## src/rtl/approx_error_monitor.sv

```systemverilog
// approx_error_monitor: sweeps the input space through exact/approximate circuits and accumulates error statistics.
module approx_error_monitor #(
    parameter int N_IN  = 4,
    parameter int N_OUT = 3,
    parameter int ET    = 1
) (
    input  logic                  clk,
    input  logic                  rst_n,
    input  logic                  start,
    output logic [N_IN-1:0]       in_vec,
    input  logic [N_OUT-1:0]      exact_val,
    input  logic [N_OUT-1:0]      approx_val,
    output logic                  busy,
    output logic                  done,
    output logic [N_OUT-1:0]      max_err,
    output logic [N_IN:0]         err_count,
    output logic [N_OUT+N_IN-1:0] err_sum,
    output logic                  fail
);
    typedef enum logic [1:0] {IDLE, SWEEP, DRAIN, DONE} state_t;
    localparam logic [N_OUT:0] ET_W = (N_OUT+1)'(ET);
    state_t state, state_nx;
    logic go, last, s1_valid;
    logic [N_OUT-1:0] s1_exact, s1_approx, err, new_max;
    assign go   = start && (state == IDLE || state == DONE);
    assign last = in_vec == '1;
    assign busy = state == SWEEP || state == DRAIN;
    assign done = state == DONE;
    always_comb begin
        state_nx = go ? SWEEP : state == SWEEP ? (last ? DRAIN : SWEEP) : state == DRAIN ? DONE : state;
        err      = s1_exact >= s1_approx ? s1_exact - s1_approx : s1_approx - s1_exact;
        new_max  = err > max_err ? err : max_err;
    end
    always_ff @(posedge clk) begin
        if (!rst_n) begin
            state     <= IDLE;
            in_vec    <= '0;
            s1_valid  <= 1'b0;
            s1_exact  <= '0;
            s1_approx <= '0;
            max_err   <= '0;
            err_count <= '0;
            err_sum   <= '0;
            fail      <= 1'b0;
        end else begin
            state     <= state_nx;
            s1_valid  <= state == SWEEP;
            s1_exact  <= exact_val;
            s1_approx <= approx_val;
            if (go) begin
                in_vec    <= '0;
                max_err   <= '0;
                err_count <= '0;
                err_sum   <= '0;
                fail      <= 1'b0;
            end else begin
                if (state == SWEEP && !last) in_vec <= in_vec + 1'b1;
                // stage 2: commits the point captured on the previous edge
                if (s1_valid) begin
                    max_err   <= new_max;
                    err_count <= err_count + {{N_IN{1'b0}}, err != '0};
                    err_sum   <= err_sum + {{N_IN{1'b0}}, err};
                    fail      <= {1'b0, new_max} > ET_W;
                end
            end
        end
    end
endmodule

```

## config.mk

```make
export PLATFORM = sky130hd
export DESIGN_NAME = approx_error_monitor
export DESIGN_NICKNAME = d
export VERILOG_FILES = /design/src/rtl/approx_error_monitor.sv
export SDC_FILE = /design/constraint.sdc
export NUM_CORES = 1
export LEC_CHECK = 0
export ABC_CLOCK_PERIOD_IN_PS = 7800
export BUFFER_PORTS_ARGS = -buffer_cell sky130_fd_sc_hd__buf_2
export CORE_ASPECT_RATIO = 0.8
export CORE_UTILIZATION = 45
export DETAILED_ROUTE_END_ITERATION = 8
export GPL_ROUTABILITY_DRIVEN = 0
export PLACE_DENSITY = 0.67
export SLEW_MARGIN = 20
export SYNTH_ARGS = -nofsm -noshare
export SYNTH_HDL_FRONTEND = slang
export SYNTH_SLANG_ARGS = --single-unit
```

## constraint.sdc

```tcl
create_clock -name clk -period 7.8 [get_ports clk]
set_input_delay 1.56 -clock clk [delete_from_list [all_inputs] [get_ports clk]]
set_output_delay 1.56 -clock clk [all_outputs]
set_load 0.05 [all_outputs]
```

Yosys cells after proc, flatten, opt, wreduce, memory -nomap -nowiden. Cells that the tools add are included.

Flip-flop bits (word level): 29. Bits of input ports: 9. Word-level logic and storage cells: 39.

Add/sub/neg operators: 5. Order comparisons: 3. Eq/ne operators: 4. Multiplexer cells: 6. Bitwise logic cells: 1. Reduce and logical (&&, ||, !) cells: 10.

Operators by type and width (count): adder 7 x 3 -> 7 bit (1); 2-to-1 mux 2 bit (3); 2-to-1 mux 3 bit (2); nonzero test 3 bit (2); subtractor 3 bit (2); adder 5 x 1 -> 5 bit (1); adder 4 x 1 -> 4 bit, second input constant (1); equality test 2 bit, second input constant (2); equality test 4 bit, second input constant (1); greater-or-equal comparator 3 bit (1); > comparator 3 x 1 -> 1 bit, second input constant (1); > comparator 3 bit (1); equality test 2 x 1 -> 1 bit, second input constant (1); logical AND 1 bit (2); logical NOT 2 bit (1); logical OR 1 bit (2); nonzero test 2 bit (1); OR reduction 2 bit (1); logical NOT 1 bit (1); 2-to-1 mux 1 bit (1); NOT 1 bit (1).

Logic depth before layout (Yosys ltp). Gate-level depths: netlist of run 1.

Depth after elaboration: 5. Gate-level depth with buffers: 15. Gate-level depth less buffers: 14.

Worst setup path after synthesis of run 1. OpenSTA, ideal clock, no wires.

Path kind: register to register. Start point: reg s1_exact[0]. End point: reg fail. Library setup time: 91 ps. Data arrival time: 2758 ps. Setup slack: 4951 ps. Stages on the path, launching flop included: 15. Buffers on the path: 1. Cells stage by stage: dfxtp_1 inv_1 ha_1 inv_1 fa_1 or4b_1 and3_4 clkinv_2 ha_1 a21oi_1 o21ai_2 and2_1 clkbuf_1 mux2i_1 a311oi_1.

Word-level cells in the longest chain between the ends: 5.

Ends and longest elaborated chain: from (decl) (RTL line 24) `logic [N_OUT-1:0] s1_exact, s1_approx, err, new_max;`; from (signal assigned) (RTL line 48) `s1_exact <= exact_val;`; subtractor 3 bit or greater-or-equal comparator 3 bit (tied branches) (RTL line 31) `err = s1_exact >= s1_approx ? s1_exact - s1_approx : s1_approx - s1_exact;`; 2-to-1 mux 3 bit * (RTL line 31); > comparator 3 bit (RTL line 32) `new_max = err > max_err ? err : max_err;`; 2-to-1 mux 3 bit * (RTL line 32); > comparator 3 x 1 -> 1 bit * (RTL line 63) `fail <= {1'b0, new_max} > ET_W;`; to (signal assigned) (RTL line 63); to (decl) (RTL line 18) `output logic fail`.

Every way passes the cells marked *; elsewhere a longest branch is shown, timed or not. A chain may end at the register's enable or synchronous reset.

Worst setup path after layout of run 1.
Start point: reg state[0]. End point: out busy.

Word-level cells in the longest chain between the ends: 2.

Ends and longest elaborated chain: from (decl) (RTL line 22) `state_t state, state_nx;`; from (signal assigned) (RTL line 46) `state <= state_nx;`; equality test 2 x 1 -> 1 bit or equality test 2 bit (tied branches) (RTL line 27) `assign busy = state == SWEEP || state == DRAIN;`; logical OR 1 bit * (RTL line 27); to (decl) (RTL line 13) `output logic busy,`.

Marked as above.

==> results.toml, run 1 <==
[drt]
dr_total_vias = 1184
via_per_inst = 5.017
routed_wl_um = 2864
dr.pass1.iters = 4
drcViolationCount = 0
antenna_left = 0
drt_iter0_markers = 80
routedWlPerCell_um = 12.14

[sta]
rsz0062_at_grt = "false"
period_share = 0.3763
final.setup.tns_ps = 0
skew_ps = 2.751
finalHoldWorstSlack_ps = 489.0
setup_violations = 0
clock.fmax_ghz = 0.3407
worst_slew_pin_slew_ps = 749.1
min_period_ps = 2935
slew_violations = 0
max_slew_margin = 0.4999
setup_ws_ps = 4865
hold_viol = 0

[clocking]
cts_tree = "built"
cts_buffers = 5
holdBufCountCts = 0
clk_path_buf_depth = 2
cts.sinks = 29
post_cts_resized = 0
post_cts_buffers = 0
clk_latency_ps = 280
cts.clk_slew.worst_paths_ps = 60
htreeDepth = 2
cts-root-buf = "clkbuf_8"

[global_routing]
grt_use_total = 0.1821
antenna_found_initial = 0
grt_max_degree = 22
grt_pass1_vias = 1103
grt_pass1_wl_um = 4761
grt-ovfl-total = 0

[die]
core_mm2 = 0.003176
dieArea_mm2 = 0.003656
ioPinCount = 31
die_w_um = 67.36
start_util = 0.4842
die_h_um = 54.29
row_count = 18

[power]
peakVddDrop_uv = 264.8
p_leak_uw = 0.0008567
power_density_mw_per_mm2 = 300.4

[min_path]
hold_class = "flop to flop"

[finish]
nets = 224
diodes = 0
fin_util = 0.5745
syn_to_final_growth_pct = 18.63
fillers = 287
drive_above_1_share = 0.2143
finalInstanceArea_mm2 = 0.001824

[yosys]
synth-edff-count = 0
yosysTopAreaCell = "dfxtp_1"
synth.distinct_cells = 33
syn-num-nets = 192
yosys-top-cells-area = "dfxtp_1 (38%), ha_1 (14%), nor2_1 (4.9%)"
yosysSeqAreaShare = 0.3775
synth_warnings = 0
post_synth.cell_area_avg_um2 = 9.434
synth_area_mm2 = 0.001538
ys_async_sr_fraction = 0
synth_seq_cells = 29
synth_ff_type = "dfxtp_1"
synthCells = 163
synth_top_cell_area_share = 0.3775

[run_status]
status = "completed"

[critical_path]
max_stage_delay_ps = 380
critPathArrivalTime_ps = 1380
cp-start-kind = "flop"
slowest_stage = "dfxtp_1"
crit_family = "flip-flops"
cp-end-kind = "output port"
crit_top_cell = "inv_1"
critPathKind = "flop to output port"
worstPathMaxFanout = 4
crit_required_ps = 6240
path_buf_inv = 3
crit_chain = "inv_1, ha_1, inv_1, buf_2"

[place]
post-dp-hpwl_um = 2143
pre_cts_slack_ps = 4871
postPlaceCellArea_mm2 = 0.001704
port_buffers = 30

[flow_run]
cap_violations = 0
==> per-stage QoR <==
stage,cells,power [uW]
floorplan,163,355.2
global placement,228,381.0
detailed placement,228,390.6
CTS,236,551.4
global route,236,585.6
finish,236,548.0
==> metal layers <==
| layer | vias to the layer above | share of wire | GRT usage |
|---|---|---|---|
| li1 | 612 | - | - |
| met1 | 537 | 0.47 | 0.2135 |
| met2 | 28 | 0.46 | 0.2983 |
| met3 | 7 | 0.047 | 0.06250 |
| met4 | 0 | 0.017 | 0.09220 |
| met5 | - | 0 | 0 |
==> worst min-delay path: stages, from the launching register on <==
cell      delay, ps
dfxtp_1         310
nor2_1           80
a311oi_1         50
==> layout by cell type (no fill, tap or decap), types with 3 or more instances in the layout <==
| master | n |
|---|---|
| inv_1 | 16 |
| nand2_1 | 8 |
| mux2i_1 | 7 |
| a21oi_1 | 8 |
| xor2_1 | 7 |
| xnor2_1 | 3 |
| a311oi_1 | 4 |
| nand4_1 | 4 |
| clkbuf_8 | 6 |
| o21ai_0 | 3 |
| dfxtp_1 | 29 |
| and2_1 | 8 |
| nor2_1 | 20 |
| buf_2 | 30 |
| ha_1 | 17 |
| nand3_1 | 3 |
| fa_1 | 3 |
==> layout make-up <==
class	count	area, um2	share of cell area
Clock buffer	6	82.58	0.04527
Clock inverter	2	37.54	0.02058
Inverter	17	65.06	0.03567
Multi-Input combinational cell	112	858.3	0.4705
Sequential cell	29	580.6	0.3182
Tap cell	40	50.05	0.02743
Timing Repair Buffer	30	150.1	0.08230
==> cells in the mapped netlist, types with 4 or more instances <==
| master | instances |
|---|---|
| a21oi_1 | 8 |
| a311oi_1 | 4 |
| and2_1 | 8 |
| dfxtp_1 | 29 |
| ha_1 | 17 |
| inv_1 | 16 |
| mux2i_1 | 7 |
| nand2_1 | 8 |
| nand4_1 | 4 |
| nor2_1 | 20 |
| xor2_1 | 7 |
==> state kept, by name (all words and copies together) (netlist names) <==
register,cells
err_sum,7
in_vec,4
s1_valid,1
state,2
s1_approx,3
fail,1
err_count,5
max_err,3
s1_exact,3
==> kinds of logic after synthesis <==
family	after synthesis	synth area share
simple gates	52	0.1757
flops	29	0.3775
compound gates	22	0.09520
buf+inv	22	0.06428
fa+ha+maj	20	0.1774
xor+xnor	10	0.05696
mux	8	0.05289
==> path summary, 6_finish.rpt <==
| path | startpoint | end | slack (ps) | depth (start not counted) |
|---|---|---|---|---|
| setup / recovery | state[0] | busy | 4860 | 4 |
| hold / removal | fail | fail | 490 | 2 |
| setup reg to reg | s1_exact[0] | fail | 4860 | 13 |
| hold reg to reg | fail | fail | 490 | 2 |
==> where the power goes <==
part           switching, uW  internal (uW)  leakage (uW)  total [uW]
Combinational            130           67.2      0.000563         197
Clock                   56.7            104     0.0000574         160
Sequential              24.3            166      0.000236         190
Power figures use the tool's default switching activity.
==> inputs of run 2 (changes only) <==
--- a/config.mk
+++ b/config.mk
@@ -5,7 +5,7 @@
 export SDC_FILE = /design/constraint.sdc
 export NUM_CORES = 1
 export LEC_CHECK = 0
-export ABC_CLOCK_PERIOD_IN_PS = 7800
+export ABC_CLOCK_PERIOD_IN_PS = 2800
 export BUFFER_PORTS_ARGS = -buffer_cell sky130_fd_sc_hd__buf_2
 export CORE_ASPECT_RATIO = 0.8
 export CORE_UTILIZATION = 45
==> constraint.sdc (replaced) <==
create_clock -name clk -period 2.8 [get_ports clk]
set_input_delay 0.56 -clock clk [delete_from_list [all_inputs] [get_ports clk]]
set_output_delay 0.56 -clock clk [all_outputs]
set_load 0.05 [all_outputs]
==> results.toml, run 2 (synthesis gave the netlist of run 1 again) <==
[run_status]
status = "completed"

[global_routing]
grt_max_degree = 22
antenna_found_initial = 0
grt_pass1_vias = 1133
grt_pass1_wl_um = 4747
grt-ovfl-total = 0
grt_use_total = 0.1853

[finish]
largest-register = "err_sum"
diodes = 0
final_cells = 241
fillers = 272
layout_common_cells = "buf_2 (30), dfxtp_1 (26), nor2_1 (20)"
seq_area_um2 = 584.3
multiInputGateArea_um2 = 894.6
syn_to_final_growth_pct = 23.19
nets = 230
fin_util = 0.5965
largest_reg_flops = 7
largestRegisters = "err_sum x7, err_count x5, in_vec x4"
final_common_cell = "buf_2"
drive_above_1_share = 0.2886

[power]
p_leak_uw = 0.0008857
totalPowerFinal_uw = 1532
power_density_mw_per_mm2 = 808.7
peakVddDrop_uv = 742.9

[die]
die_h_um = 54.29
die_w_um = 67.36
core_mm2 = 0.003176
row_count = 18
start_util = 0.4842
dieArea_mm2 = 0.003656
ioPinCount = 31

[sta]
min_period_ps = 2782
clock.fmax_ghz = 0.3594
skew_ps = 3.593
max_slew_margin = 0.5050
period_share = 0.9936
rsz0062_at_grt = "true"
worst_slew_pin_slew_ps = 740.8
slew_violations = 0
hold_viol = 0
setup_violations = 0
finalHoldWorstSlack_ps = 490.9

[critical_path]
critPathArrivalTime_ps = 2960
cp-end-kind = "flop"
crit_required_ps = 2970
cp-start-kind = "flop"
critPathKind = "flop to flop"
worstPathMaxFanout = 5

[drt]
via_per_inst = 5.033
drcViolationCount = 0
routedWlPerCell_um = 12.08
dr.pass1.iters = 4
dr_total_vias = 1213
antenna_left = 0
routed_wl_um = 2911
drt_iter0_markers = 25

[min_path]
hold_class = "input pin to flop"

[clocking]
cts-root-buf = "clkbuf_8"
clk_latency_ps = 270
cts.sinks = 29
cts_tree = "built"
cts.clk_slew.worst_paths_ps = 60
cts_buffers = 5
clk_path_buf_depth = 2
htreeDepth = 2

[place]
port_buffers = 30
post-dp-hpwl_um = 2113
placedCellCount = 229

[flow_run]
cap_violations = 0
run 2: changes by cell type in the layout (fill, tap and decap cells not counted), sizes merged:
cell / change
buf: +6
clkbuf: -1
clkinvlp: -1
inv: +1
run 2: repair_timing:
| action | 4_1_cts | 5_1_grt |
|---|---|---|
| setup buffers | 0 | 5 |
| hold buffers | 0 | 0 |
| resized for setup | 2 | 10 |
| endpoints found under the setup margin | 3 | 4 |
| pin swaps | 0 | 7 |
| gates cloned | 0 | 0 |
run 2: per-layer routing:
layer,vias up,global-route usage,share of wire
met5,-,0,0
met4,0,0.08865,0.024
met3,9,0.06875,0.048
met2,27,0.3333,0.48
met1,554,0.1931,0.45
li1,623,-,-
run 2: critical path, stage by stage (launching register included):
cell and delay [ps]:
dfxtp_2 320, inv_2 60, ha_4 120, inv_2 40
fa_2 370, or4b_1 540, and3_4 210, inv_4 60
ha_4 200, a21oi_2 140, o21ai_2 70, and2_4 170
mux2i_1 120, a311oi_1 250
run 2: where the power goes:
| part | switching (uW) | internal, uW |
|---|---|---|
| registers | 67.6 | 463 |
| clock network | 146 | 258 |
| logic | 375 | 224 |
run 2: cell type report:
cell class,count,share of cell area
timing repair buffer,36,0.1030
sequential,29,0.3085
multi-input combinational,112,0.4723
clock buffer,5,0.03633
clock inverter,2,0.01849
inverter,17,0.03501
tap,40,0.02642
run 2: path summary, 6_finish.rpt:
check | from | endpoint | slack [ps] | depth (start not counted)
worst min-delay path | exact_val[1] | s1_exact[1] | 490 | 2
worst max-delay path | s1_exact[0] | fail | 20 | 13
worst max register to register | s1_exact[0] | fail | 20 | 13
worst min register to register | err_sum[6] | err_sum[6] | 510 | 2
run 2: metrics by stage:
| stage | worst slack [ps] | cell area (um2) | TNS, ps |
|---|---|---|---|
| global route | -120.0 | 1894 | -366.1 |
| floorplan | 28.98 | 1544 | 0 |
| global placement | 68.30 | 1718 | 0 |
| detailed placement | -58.43 | 1718 | -144.6 |
| finish | 17.87 | 1894 | 0 |
| CTS | 3.686 | 1826 | 0 |
==> inputs of run 3 (changes only) <==
--- a/config.mk
+++ b/config.mk
@@ -11,7 +11,7 @@
 export CORE_UTILIZATION = 45
 export DETAILED_ROUTE_END_ITERATION = 8
 export GPL_ROUTABILITY_DRIVEN = 0
-export PLACE_DENSITY = 0.67
+export PLACE_DENSITY = 0.68
 export SLEW_MARGIN = 20
 export SYNTH_ARGS = -nofsm -noshare
 export SYNTH_HDL_FRONTEND = slang
==> results.toml, run 3 (synthesis gave the netlist of run 1 again) <==
[die]
start_util = 0.4842
dieArea_mm2 = 0.003656
ioPinCount = 31
core_mm2 = 0.003176
row_count = 18
die_w_um = 67.36
die_h_um = 54.29

[run_status]
status = "completed"

[finish]
multiInputGateArea_um2 = 928.4
syn_to_final_growth_pct = 25.39
largest_reg_flops = 7
fillers = 270
diodes = 0
final_common_cell = "buf_2"
largestRegisters = "err_sum x7, err_count x5, in_vec x4"
fin_util = 0.6072
nets = 230
seq_area_um2 = 584.3
drive_above_1_share = 0.3134
layout_common_cells = "buf_2 (30), dfxtp_1 (26), nor2_1 (19)"
largest-register = "err_sum"

[clocking]
clk_path_buf_depth = 2
cts.clk_slew.worst_paths_ps = 60
cts_tree = "built"
htreeDepth = 2
cts_buffers = 5
cts-root-buf = "clkbuf_8"
cts.sinks = 29
clk_latency_ps = 270

[critical_path]
critical_path.endpoint = "fail"
max_stage_delay_ps = 520
critPathArrivalTime_ps = 2930
r2r_slack_ps = 40
reg2reg_from = "s1_exact[0]"
rr_endpoint = "fail"
cp-start-kind = "flop"
crit_required_ps = 2970
cp-end-kind = "flop"
crit_path_start = "s1_exact[0]"
critPathKind = "flop to flop"
worstPathMaxFanout = 5
crit_chain = "inv_2, ha_4, inv_2, fa_2, or4b_1, and3_4, inv_4, ha_4, a21oi_4, o21ai_2, and2_4, mux2i_1, a311oi_1"
reg2regPathDepth = 13
slowest_stage = "or4b_1"

[drt]
via_per_inst = 5.075
dr.pass1.iters = 4
routed_wl_um = 3064
drt_iter0_markers = 46
routedWlPerCell_um = 12.71
dr_total_vias = 1223
antenna_left = 0
drcViolationCount = 0

[power]
clock_power_share = 0.260
internal-power_uw = 957.5
swShare = 0.3866
switchingPower_uw = 603.6
power_density_mw_per_mm2 = 809.7
p_comb_frac = 0.399
p_leak_uw = 0.0008870
peakVddDrop_uv = 704.1
seqPwrFrac = 0.341

[global_routing]
grt_pass1_wl_um = 4664
grt_use_total = 0.1782
antenna_found_initial = 0
grt_max_degree = 22
grt-ovfl-total = 0
grt_pass1_vias = 1149

[sta]
worst_slew_pin_slew_ps = 771.3
period_share = 0.9861
setup_violations = 0
hold_viol = 0
skew_ps = 6.522
clock.fmax_ghz = 0.3622
rsz0062_at_grt = "true"
slew_violations = 0
final.setup.tns_ps = 0
min_period_ps = 2761
max_slew_margin = 0.4851

[place]
post-dp-hpwl_um = 2124
port_buffers = 30

[min_path]
holdPathStages = 2
hold_class = "flop to flop"

[flow_run]
cap_violations = 0
-- run 3: power groups by stage --
| stage | combinational (uW) | sequential [uW] | clock, uW |
|---|---|---|---|
| 3_5_place_dp | 558 | 537 | 0 |
| 2_1_floorplan | 395 | 600 | 0 |
| 3_3_place_gp | 541 | 534 | 0 |
| 4_1_cts | 568 | 529 | 416 |
| 6_report | 623 | 533 | 406 |
| 5_1_grt | 688 | 543 | 435 |
-- run 3: critical path, delay by kind of cell (launching register included) --
kind	cells	cell delay, ps
simple gates	3	900
fa+ha+maj	3	710
compound gates	3	450
flops	1	320
buf+inv	3	160
mux	1	110
-- run 3: how the worst min path moves through the flow --
stage / from / end / slack [ps]
after floorplan: state[1] / state[1] / 510
after global placement: fail / fail / 480
after detailed placement: fail / fail / 470
after CTS: fail / fail / 480
after global routing: exact_val[2] / s1_exact[2] / 480
final: fail / fail / 480
-- run 3: stage by stage --
| stage | total power (uW) | setup WS [ps] | cell area [um2] | hold slack, ps | cells |
|---|---|---|---|---|---|
| after floorplan | 995.0 | 28.98 | 1544 | 506.7 | 163 |
| after CTS | 1513 | 6.652 | 1824 | 481.4 | 236 |
| after global placement | 1075 | 75.59 | 1718 | 477.6 | 229 |
| after global routing | 1665 | -96.74 | 1928 | 481.6 | 241 |
| final | 1561 | 38.87 | 1928 | 478.1 | 241 |
| after detailed placement | 1095 | -3.728 | 1718 | 474.0 | 229 |
-- run 3: final cells by class --
cell class,instances,area share
clock buffers,5,0.03569
clock inverters,2,0.01817
inverters,17,0.03439
multi-input cells,112,0.4815
flip-flops and latches,29,0.3030
well taps,40,0.02596
repair buffers,36,0.1012
-- run 3: timing repair --
item	CTS	global route
endpoints found under the setup margin	2	6
gates resized for setup	2	16
hold buffers	0	0
pin swaps	1	11
hold endpoints to repair	0	0
buffers inserted	0	5
-- run 3: layer usage --
| layer | wire length [um] | GRT usage | vias to the layer above |
|---|---|---|---|
| li1 | - | - | 626 |
| met1 | 1367 | 0.1898 | 563 |
| met2 | 1519 | 0.3133 | 30 |
| met3 | 147 | 0.05833 | 4 |
| met4 | 29 | 0.1028 | 0 |
| met5 | 0 | 0 | - |
